File: src/rtl/clk_ratio_monitor_if.sv
// rtl/clk_ratio_monitor_if.sv - divided-clock monitor signal bundle
//
// Groups the divided clock under test, its configuration/control inputs and
// the monitor's strobe/measurement/status outputs.
//   div_clk_in     divided clock under test (asynchronous to clk_in)
//   expected_half  expected half-period in clk_in cycles
//   clear_fault    one-cycle pulse, clears FAULT and restarts acquisition
//   rise_stb       one-cycle pulse per div_clk_in rising edge
//   fall_stb       one-cycle pulse per div_clk_in falling edge
//   half_period    last measured half-period
//   period_valid   one-cycle pulse when half_period updates
//   locked         ratio locked
//   fault          sticky fault flag
//   fault_code     00 none, 01 mismatch, 10 timeout, 11 duty error
// master: drives the inputs (stimulus side); slave: the monitor itself.
interface clk_ratio_monitor_if #(
  parameter int CNT_W = 8
);
  logic             div_clk_in;
  logic [CNT_W-1:0] expected_half;
  logic             clear_fault;
  logic             rise_stb;
  logic             fall_stb;
  logic [CNT_W-1:0] half_period;
  logic             period_valid;
  logic             locked;
  logic             fault;
  logic [1:0]       fault_code;

  modport master (
    output div_clk_in, expected_half, clear_fault,
    input  rise_stb, fall_stb, half_period, period_valid, locked, fault, fault_code
  );

  modport slave (
    input  div_clk_in, expected_half, clear_fault,
    output rise_stb, fall_stb, half_period, period_valid, locked, fault, fault_code
  );
endinterface

File: src/rtl/clk_ratio_monitor.sv
// rtl/clk_ratio_monitor.sv - divided-clock ratio monitor with lock and fault detection
//
// Synchronizes div_clk_in into clk_in, emits rise/fall strobes, measures every
// half-period in clk_in cycles and locks once LOCK_COUNT consecutive halves
// equal expected_half. After lock a mismatch or a stuck clock raises a sticky
// fault. Optional macro DUTY_CHECK_EN adds a half-to-half symmetry check
// while locked (fault_code 11).
// Ports:
//   clk_in  system clock (divider source clock)
//   rst_n   synchronous active-low reset
//   bus     clk_ratio_monitor_if.slave, see the interface file for signals
module clk_ratio_monitor #(
  parameter int CNT_W      = 8,
  parameter int MAX_PERIOD = 255,
  parameter int LOCK_COUNT = 4
) (
  input logic                clk_in,
  input logic                rst_n,
  clk_ratio_monitor_if.slave bus
);
  localparam int               MW      = $clog2(LOCK_COUNT + 1);
  localparam logic [CNT_W-1:0] MAX_CNT = CNT_W'(MAX_PERIOD);
  localparam logic [MW-1:0]    LOCK_N  = MW'(LOCK_COUNT);

  typedef enum logic [1:0] {ACQUIRE, COUNT, LOCKED, FAULT} state_t;

  state_t           r_state, w_state_nxt;
  logic             r_s1, r_s2, r_s3;
  logic [CNT_W-1:0] r_cnt;
  logic [MW-1:0]    r_match_cnt, w_match_nxt;
  logic             r_rise, r_fall;
  logic [CNT_W-1:0] r_half, w_half_nxt;
  logic             r_pv, w_pv_nxt;
  logic             r_locked, w_locked_nxt;
  logic             r_fault, w_fault_nxt;
  logic [1:0]       r_code, w_code_nxt;

  logic             w_edge;
  logic             w_hit;
  logic             w_timeout;
  logic [MW-1:0]    w_match_inc;

  assign w_edge      = r_s2 ^ r_s3;
  assign w_hit       = (r_cnt == bus.expected_half);
  assign w_timeout   = (r_cnt == MAX_CNT);
  assign w_match_inc = r_match_cnt + MW'(1);

`ifdef DUTY_CHECK_EN
  // r_half still holds the previous measurement when the current one is judged.
  logic [CNT_W-1:0] w_diff;
  logic             w_duty_bad;
  assign w_diff     = (r_cnt >= r_half) ? (r_cnt - r_half) : (r_half - r_cnt);
  assign w_duty_bad = (w_diff > CNT_W'(1));
`endif

  always_ff @(posedge clk_in) begin
    if (!rst_n) begin
      r_s1        <= 1'b0;
      r_s2        <= 1'b0;
      r_s3        <= 1'b0;
      r_cnt       <= '0;
      r_match_cnt <= '0;
      r_state     <= ACQUIRE;
      r_rise      <= 1'b0;
      r_fall      <= 1'b0;
      r_half      <= '0;
      r_pv        <= 1'b0;
      r_locked    <= 1'b0;
      r_fault     <= 1'b0;
      r_code      <= 2'b00;
    end else begin
      r_s1        <= bus.div_clk_in;
      r_s2        <= r_s1;
      r_s3        <= r_s2;
      r_rise      <= r_s2 & ~r_s3;
      r_fall      <= ~r_s2 & r_s3;
      // Saturating counter: an edge restarts at 1 so cnt equals the half-period.
      if (w_edge)
        r_cnt <= CNT_W'(1);
      else if (!w_timeout)
        r_cnt <= r_cnt + CNT_W'(1);
      r_match_cnt <= w_match_nxt;
      r_state     <= w_state_nxt;
      r_half      <= w_half_nxt;
      r_pv        <= w_pv_nxt;
      r_locked    <= w_locked_nxt;
      r_fault     <= w_fault_nxt;
      r_code      <= w_code_nxt;
    end
  end

  always_comb begin
    w_state_nxt  = r_state;
    w_match_nxt  = r_match_cnt;
    w_half_nxt   = r_half;
    w_pv_nxt     = 1'b0;
    w_locked_nxt = r_locked;
    w_fault_nxt  = r_fault;
    w_code_nxt   = r_code;
    case (r_state)
      ACQUIRE: begin
        // First edge only starts the measurement; nothing to report yet.
        if (w_edge) begin
          w_state_nxt = COUNT;
          w_match_nxt = '0;
        end
      end
      COUNT: begin
        if (w_edge) begin
          w_half_nxt = r_cnt;
          w_pv_nxt   = 1'b1;
          if (w_hit) begin
            w_match_nxt = w_match_inc;
            if (w_match_inc == LOCK_N) begin
              w_state_nxt  = LOCKED;
              w_locked_nxt = 1'b1;
            end
          end else begin
            w_match_nxt = '0;
          end
        end else if (w_timeout) begin
          w_state_nxt  = FAULT;
          w_locked_nxt = 1'b0;
          w_fault_nxt  = 1'b1;
          w_code_nxt   = 2'b10;
        end
      end
      LOCKED: begin
        if (w_edge) begin
          w_half_nxt = r_cnt;
          w_pv_nxt   = 1'b1;
`ifdef DUTY_CHECK_EN
          if (w_duty_bad) begin
            w_state_nxt  = FAULT;
            w_locked_nxt = 1'b0;
            w_fault_nxt  = 1'b1;
            w_code_nxt   = 2'b11;
          end else if (!w_hit) begin
            w_state_nxt  = FAULT;
            w_locked_nxt = 1'b0;
            w_fault_nxt  = 1'b1;
            w_code_nxt   = 2'b01;
          end
`else
          if (!w_hit) begin
            w_state_nxt  = FAULT;
            w_locked_nxt = 1'b0;
            w_fault_nxt  = 1'b1;
            w_code_nxt   = 2'b01;
          end
`endif
        end else if (w_timeout) begin
          w_state_nxt  = FAULT;
          w_locked_nxt = 1'b0;
          w_fault_nxt  = 1'b1;
          w_code_nxt   = 2'b10;
        end
      end
      FAULT: begin
        // Clear beats a coincident edge: that edge is dropped, not measured.
        if (bus.clear_fault) begin
          w_state_nxt = ACQUIRE;
          w_match_nxt = '0;
          w_fault_nxt = 1'b0;
          w_code_nxt  = 2'b00;
        end else if (w_edge) begin
          w_half_nxt = r_cnt;
          w_pv_nxt   = 1'b1;
        end
      end
      default: w_state_nxt = ACQUIRE;
    endcase
  end

  assign bus.rise_stb     = r_rise;
  assign bus.fall_stb     = r_fall;
  assign bus.half_period  = r_half;
  assign bus.period_valid = r_pv;
  assign bus.locked       = r_locked;
  assign bus.fault        = r_fault;
  assign bus.fault_code   = r_code;
endmodule

File: src/flat_wrapper.sv
// flat-port wrapper written by rule: the top's interface ports become plain ports
module clk_ratio_monitor_flat 
#(
  parameter int CNT_W      = 8,
  parameter int MAX_PERIOD = 255,
  parameter int LOCK_COUNT = 4
)
  (clk_in, rst_n, bus_div_clk_in, bus_expected_half, bus_clear_fault, bus_rise_stb, bus_fall_stb, bus_half_period, bus_period_valid, bus_locked, bus_fault, bus_fault_code);
  clk_ratio_monitor_if #(.CNT_W(CNT_W)) bus_i ();
  input logic clk_in;
  input logic rst_n;
  input wire logic [$bits(bus_i.div_clk_in)-1:0] bus_div_clk_in;
  input wire logic [$bits(bus_i.expected_half)-1:0] bus_expected_half;
  input wire logic [$bits(bus_i.clear_fault)-1:0] bus_clear_fault;
  output wire logic [$bits(bus_i.rise_stb)-1:0] bus_rise_stb;
  output wire logic [$bits(bus_i.fall_stb)-1:0] bus_fall_stb;
  output wire logic [$bits(bus_i.half_period)-1:0] bus_half_period;
  output wire logic [$bits(bus_i.period_valid)-1:0] bus_period_valid;
  output wire logic [$bits(bus_i.locked)-1:0] bus_locked;
  output wire logic [$bits(bus_i.fault)-1:0] bus_fault;
  output wire logic [$bits(bus_i.fault_code)-1:0] bus_fault_code;
  assign bus_i.div_clk_in = bus_div_clk_in;
  assign bus_i.expected_half = bus_expected_half;
  assign bus_i.clear_fault = bus_clear_fault;
  assign bus_rise_stb = bus_i.rise_stb;
  assign bus_fall_stb = bus_i.fall_stb;
  assign bus_half_period = bus_i.half_period;
  assign bus_period_valid = bus_i.period_valid;
  assign bus_locked = bus_i.locked;
  assign bus_fault = bus_i.fault;
  assign bus_fault_code = bus_i.fault_code;
  clk_ratio_monitor #(.CNT_W(CNT_W), .MAX_PERIOD(MAX_PERIOD), .LOCK_COUNT(LOCK_COUNT)) u_core (.clk_in(clk_in), .rst_n(rst_n), .bus(bus_i));
endmodule
File: config.mk
export PLATFORM = sky130hd
export DESIGN_NAME = clk_ratio_monitor_flat
export DESIGN_NICKNAME = d
export VERILOG_FILES = /design/src/rtl/clk_ratio_monitor_if.sv /design/src/rtl/clk_ratio_monitor.sv /design/src/flat_wrapper.sv
export SDC_FILE = /design/constraint.sdc
export NUM_CORES = 1
export LEC_CHECK = 0
export ABC_AREA = 1
export ABC_CLOCK_PERIOD_IN_PS = 3900
export BUFFER_PORTS_ARGS = -buffer_cell sky130_fd_sc_hd__buf_2
export CORE_MARGIN = 4
export CORE_UTILIZATION = 40
export CTS_CLUSTER_DIAMETER = 200
export CTS_CLUSTER_SIZE = 12
export DETAILED_ROUTE_END_ITERATION = 16
export GPL_TIMING_DRIVEN = 1
export PLACE_DENSITY_LB_ADDON = 0.15
export RECOVER_POWER = 25
export SYNTH_ARGS = -nofsm -noshare
export SYNTH_HDL_FRONTEND = slang
export SYNTH_SLANG_ARGS = --single-unit
File: constraint.sdc
create_clock -name clk_in -period 3.9 [get_ports clk_in]
set_input_delay 0.78 -clock clk_in [delete_from_list [all_inputs] [get_ports clk_in]]
set_output_delay 0.78 -clock clk_in [all_outputs]
set_load 0.01 [all_outputs]
### Word-level counts from Yosys, hierarchy flattened

Index checks and enable logic that the tools add are counted.

* bits in read-only memories: 0
* memory bits (writable): 0
* output and inout port bits: 15
* bits of input ports: 12
* memories: 0
* logic and storage cells: 89
* bits in latches: 0
* bits in registers: 31

* $mul: 0
* div/mod/pow operators: 0
* equal/unequal tests: 15
* multiplexer cells: 40
* reduce and logical (&&, ||, !) cells: 12
* order comparisons: 0
* shift-type cells: 0
* bitwise operators: 6
* add/subtract/negate cells: 2

Operators with widths (number)
* $mux 2: 12
* $mux 8: 2
* $pmux 8 s2: 1
* $mux 1: 15
* $mux 3: 4
* $reduce_and 4->1: 3
* $ne 3x3->1 const B: 3
* $pmux 3 s3: 1
* $add 8x1->8 const B: 1
* $eq 8x8->1: 1
* $eq 8x8->1 const B: 1
* $pmux 2 s4: 1
* $ne 2x1->1 const B: 3
* $ne 2x2->1 const B: 3
* $pmux 2 s3: 1
* $reduce_bool 3->1: 2
* $reduce_and 5->1: 1
* $eq 2x2->1 const B: 2
* $pmux 1 s2: 2
* $reduce_bool 2->1: 2
* $reduce_or 2->1: 2
* $add 3x1->3 const B: 1
* $eq 3x3->1 const B: 1
* $not 1->1: 3
* other kinds (6): 7

### Longest topological paths before layout

* word-level depth: 6
* mapped depth: 12
* mapped depth without buffers: 12

### Worst setup path after synthesis

No wires, ideal clock.

* path kind: input to register
* start: input port bus_expected_half[5]
* end: register u_core.r_locked (netlist: u_core.bus.locked)
* path buffers: 0
* required time: 3.785 ns
* stages on the path: 11
* setup slack: 2.268 ns
* data arrival time: 1.517 ns
* setup time: 0.115 ns
* cell sequence: inv_1 nand2_1 nand2_1 nor2_2 nand2_2 nor2_4 nand3_2 nand2_4 nand3_1 nand2_1 nor2_1

* longest elaborated chain between the ends: 3
* elaborated cells on any way between the ends: 4
* those cells by class: eq/ne (3); reduce/logical (1)

Ends and longest elaborated chain
* start, declared: RTL line flat_wrapper.sv:13 `input wire logic [$bits(bus_i.expected_half)-1:0] bus_expected_half;`
* $eq 8x8->1 (*): RTL line clk_ratio_monitor.sv:44 `assign w_hit = (r_cnt == bus.expected_half);`
* $ne 3x3->1 (no source line)
* $reduce_and 4->1 (no source line) (*)
* end signal, assigned: RTL line clk_ratio_monitor.sv:86 `r_locked <= w_locked_nxt;`
* end, declared: RTL line clk_ratio_monitor.sv:34 `logic r_locked, w_locked_nxt;`

Every way passes the cells marked *; elsewhere a longest branch is shown, timed or not.
A chain may end at the register's enable or synchronous reset.

### Worst setup path after layout

* start: register u_core.r_state[0]
* end: register u_core.r_half[7] (netlist: u_core.bus.half_period[7])

* longest elaborated chain between the ends: 4
* elaborated cells on any way between the ends: 8
* those cells by class: eq/ne (4); mux (1); reduce/logical (3)

Ends and longest elaborated chain
* start, declared: RTL line clk_ratio_monitor.sv:27 `state_t r_state, w_state_nxt;`
* start signal, assigned: RTL line clk_ratio_monitor.sv:83 `r_state <= w_state_nxt;`
* $eq 2x1->1 / $eq 2x2->1 (equally long branches): RTL line clk_ratio_monitor.sv:100 `case (r_state)`
* $reduce_or 2->1 (no source line)
* $reduce_bool 2->1 (no source line)
* $reduce_and 2->1 (no source line)
* end signal, assigned: RTL line clk_ratio_monitor.sv:84 `r_half <= w_half_nxt;`
* end, declared: RTL line clk_ratio_monitor.sv:32 `logic [CNT_W-1:0] r_half, w_half_nxt;`

Parallel ways exist; a longest one is shown, timed or not.

==> summary.md <==
| Metric | Value |
|---|---|
| H-tree depth | 2 |
| R2r setup slk | about 1900 ps |
| Pleak | 0.000999 uW |
| Global route overflow | 0 |
| Initial Utilization | between 40% and 50% |
| Slew Limit Headroom | between 30 and 40% |
| Post-CTS resize count | 0 |
| Cell row count | 23 |
| CP Buf/Inv Count | 1 |
| Core area | 4120 sq um |
| Predominant post-synthesis flop cell | dfxtp_1 |
| Clk sinks | 31 |
| GRT Total Usage | approximately 15% |
| Pre-antenna DRT Iters | 4 |
| Vias in the first global route | 1400 |
| HP Class | flip-flop to flip-flop |
| Die span in x | 74.0 microns |
| DP HPWL | around 2.7 mm |
| # diodes | 0 |
| Synth area leader | dfxtp_1 |
| Max IR drop VDD | approximately 0.00023 V |
| Reg clk slew, reported paths | ~70 ps |
| Register area | around 620 sq um |
| Final setup viols | 0 |
| DR DRC count | 0 |
| Post-synth EDFFs | 0 |
| Tcrit/Tclk final | between 50% and 60% |
| Top-count cell post-synth | nand2_1 |
| Fin Clk Skew | 5.02 ps |
| CP Cell Sequence | inv_1 -> ha_1 -> o21ai_1 -> o21ai_0 -> a21oi_1 |
| Post-CTS Setup Inserts | 0 |
| Status | complete, no violations |
| Commonest cells in the netlist | 63 x nand2_1, 46 x inv_1, 31 x dfxtp_1, 29 x a21oi_1, 17 x nor2_1 |
| Drt total wl | between 3 and 4 mm |
| Antenna violations before repair | 0 |
| First-pass GRT wire length | between 6 and 7 mm |
| Final critical-path required period | between 2000 and 2500 ps |
| Clk root buf | clkbuf_8 |
| Max_cap viols | 0 |
| Final WS setup | approximately 1900 ps |
| IO Count | 27 |
| Worst Tran Pin Value | about 940 ps |
| Final RePlAce weighted congestion | 0.812 |
| Critical path class | flip-flop to flip-flop |
| Fmax | slightly below 500 MHz |
| Final hold violations | 0 |
| Die area | 5480 sq um |
| Layout Nets | 310 |
| Yosys cell types | 27 |
| Delay-heaviest family, CP | compound AO/OA/AOI/OAI gates |
| Pwr Density | approximately 480 nW/um^2 |
| Post-Synthesis Cells | 259 |
| Critical Path End Type | flip-flop |
| Die height | between 70 and 80 microns |
| WP data arrival | 2250 ps |
| Drt wl/cell | 10.5 microns |
| Area of the multi-input gates | roughly 900 sq um |
| TritonCTS buffer count | 5 |
| Max Slew Vio Count | 0 |
| Mean number of vias per cell | roughly 4.6 |
| Hold Buf Count CTS | 0 |
| FILL cells | 441 |
| Mapped Nets | ~280 |
| Yosys warns | 0 |
| Initial DRC Count | approximately 110 |
| Top post-synthesis cells by area | dfxtp_1 36%, nand2_1 14%, inv_1 9.9%, a21oi_1 8.3%, ha_1 7.2% |
| CTS tree | done |
| Layout cell share with drive strength beyond 1 | between 10% and 20% |
| Antenna Nets Post-Route | 0 |
| Area grow syn2layout | 14.6% |
| Sequential share of the synthesized area | between 30% and 40% |
| Critical path's slowest cell | o21ai_1 |
| Crit-path max cell delay | 760 ps |
| #FFs+latches synth | 31 |
| Critical-path maximum fanout | 16 |
| Clk Latency, worst-skew pair | 280 ps |
| Vias | 1551 |
| Top cell type's share of synthesized area | a little over a third |
| Worst slack, placed | approximately 1800 ps |
| CP Data Required Time | roughly 4000 ps |
| Port-buffer cells | 26 |
| Post-synthesis average cell area | ~6.7 sq um |
| Async set-reset flop share out of synthesis | 0% |
| RSZ-0062 raised after global routing | no |
| CP startpoint kind | flip-flop |
| Largest net degree at the start of global routing | 22 |
| CTS max path bufs | 2 |
| Setup TNS | 0 ps |
| Synth Cell Area | ~1700 sq um |
-- final cells by class --
type                    instances  share of cell area (%)
repair buffers                 26                    6.14
inverters                      54                    10.2
well taps                      50                    3.13
clock buffers                   6                    4.14
clock inverters                 1                   0.251
multi-input cells             170                    45.1
flip-flops and latches         31                    31.1
-- metrics by stage --
| step | cells | utilization, % | power [uW] | instance area (sq um) | hold WS (ps) |
|---|---|---|---|---|---|
| final | 338 | 48.5 | 954 | 2000 | 415 |
| after global routing | 338 | 48.5 | 1030 | 2000 | 447 |
| after CTS | 338 | 48.7 | 966 | 2000 | 419 |
| after detailed placement | 331 | 46.6 | 708 | 1920 | 403 |
| after global placement | 331 | 46.6 | 706 | 1920 | 403 |
| after floorplan | 259 | - | 629 | 1740 | 390 |
-- worst min-delay path, stage by stage (launching register included) --
cell	delay, ps
dfxtp_1	310
nand2_1	50
inv_1	40
-- state kept, by name, indices dropped and copies added, names as in the netlist --
signal,flops
u_core.r_cnt,8
u_core.r_s1,1
u_core.bus.fall_stb,1
u_core.bus.fault,1
u_core.bus.half_period,8
u_core.bus.fault_code,2
u_core.r_s3,1
u_core.bus.rise_stb,1
u_core.r_state,2
u_core.r_s2,1
u_core.bus.locked,1
u_core.bus.period_valid,1
u_core.r_match_cnt,3
-- final timing paths --
kind	startpoint	endpoint	cells past startpoint
worst min-delay path	u_core.r_s1	u_core.r_s2	2
worst max register to register	u_core.r_state[0]	u_core.bus.half_period[7]	5
worst min register to register	u_core.r_s1	u_core.r_s2	2
worst max-delay path	u_core.r_state[0]	u_core.bus.half_period[7]	5
-- cell usage in the layout, fill, tap and decap left out --
cell type / Yosys / routed
nand2_2: 4 / 4
a21oi_1: 29 / 29
a211oi_1: 2 / 2
nor3_1: 3 / 3
inv_2: 7 / 7
buf_2: 3 / 20
xor2_1: 2 / 2
nand2_4: 1 / 1
o21bai_1: 1 / 1
nor2_4: 1 / 1
clkbuf_1: 0 / 6
nand4_4: 1 / 1
o21ai_1: 6 / 6
o211ai_1: 1 / 1
ha_1: 10 / 10
o21ai_0: 10 / 10
nor2_2: 5 / 5
clkinv_2: 1 / 2
a31oi_1: 1 / 1
inv_1: 46 / 46
nor4_1: 1 / 1
nand2_1: 63 / 63
nand3_1: 9 / 9
xnor2_1: 1 / 1
clkbuf_8: 0 / 6
nor2_1: 17 / 17
dfxtp_1: 31 / 31
nand3_2: 2 / 2
-- report_power, final --
group	total [uW]	internal [uW]	switching (uW)
clock network	253	138	115
registers	378	354	24.5
logic	322	121	201
total	954	613	341
-- logic make-up (layout without fill, tap and decap cells) --
| group | Yosys count | count (layout) | synth area share (%) |
|---|---|---|---|
| simple gates | 107 | 107 | 27.9 |
| flops | 31 | 31 | 35.6 |
| xor+xnor | 3 | 3 | 1.51 |
| fa+ha+maj | 10 | 10 | 7.18 |
| buf+inv | 58 | 87 | 12.8 |
| compound gates | 50 | 50 | 15.0 |
-- routing by layer --
metal,part of all wire [%],track usage (%)
met1,52,20.6
met2,41,21.4
met3,5.2,4.19
met4,1.7,6.04
met5,0,0
(Power assumes the default switching activity.)
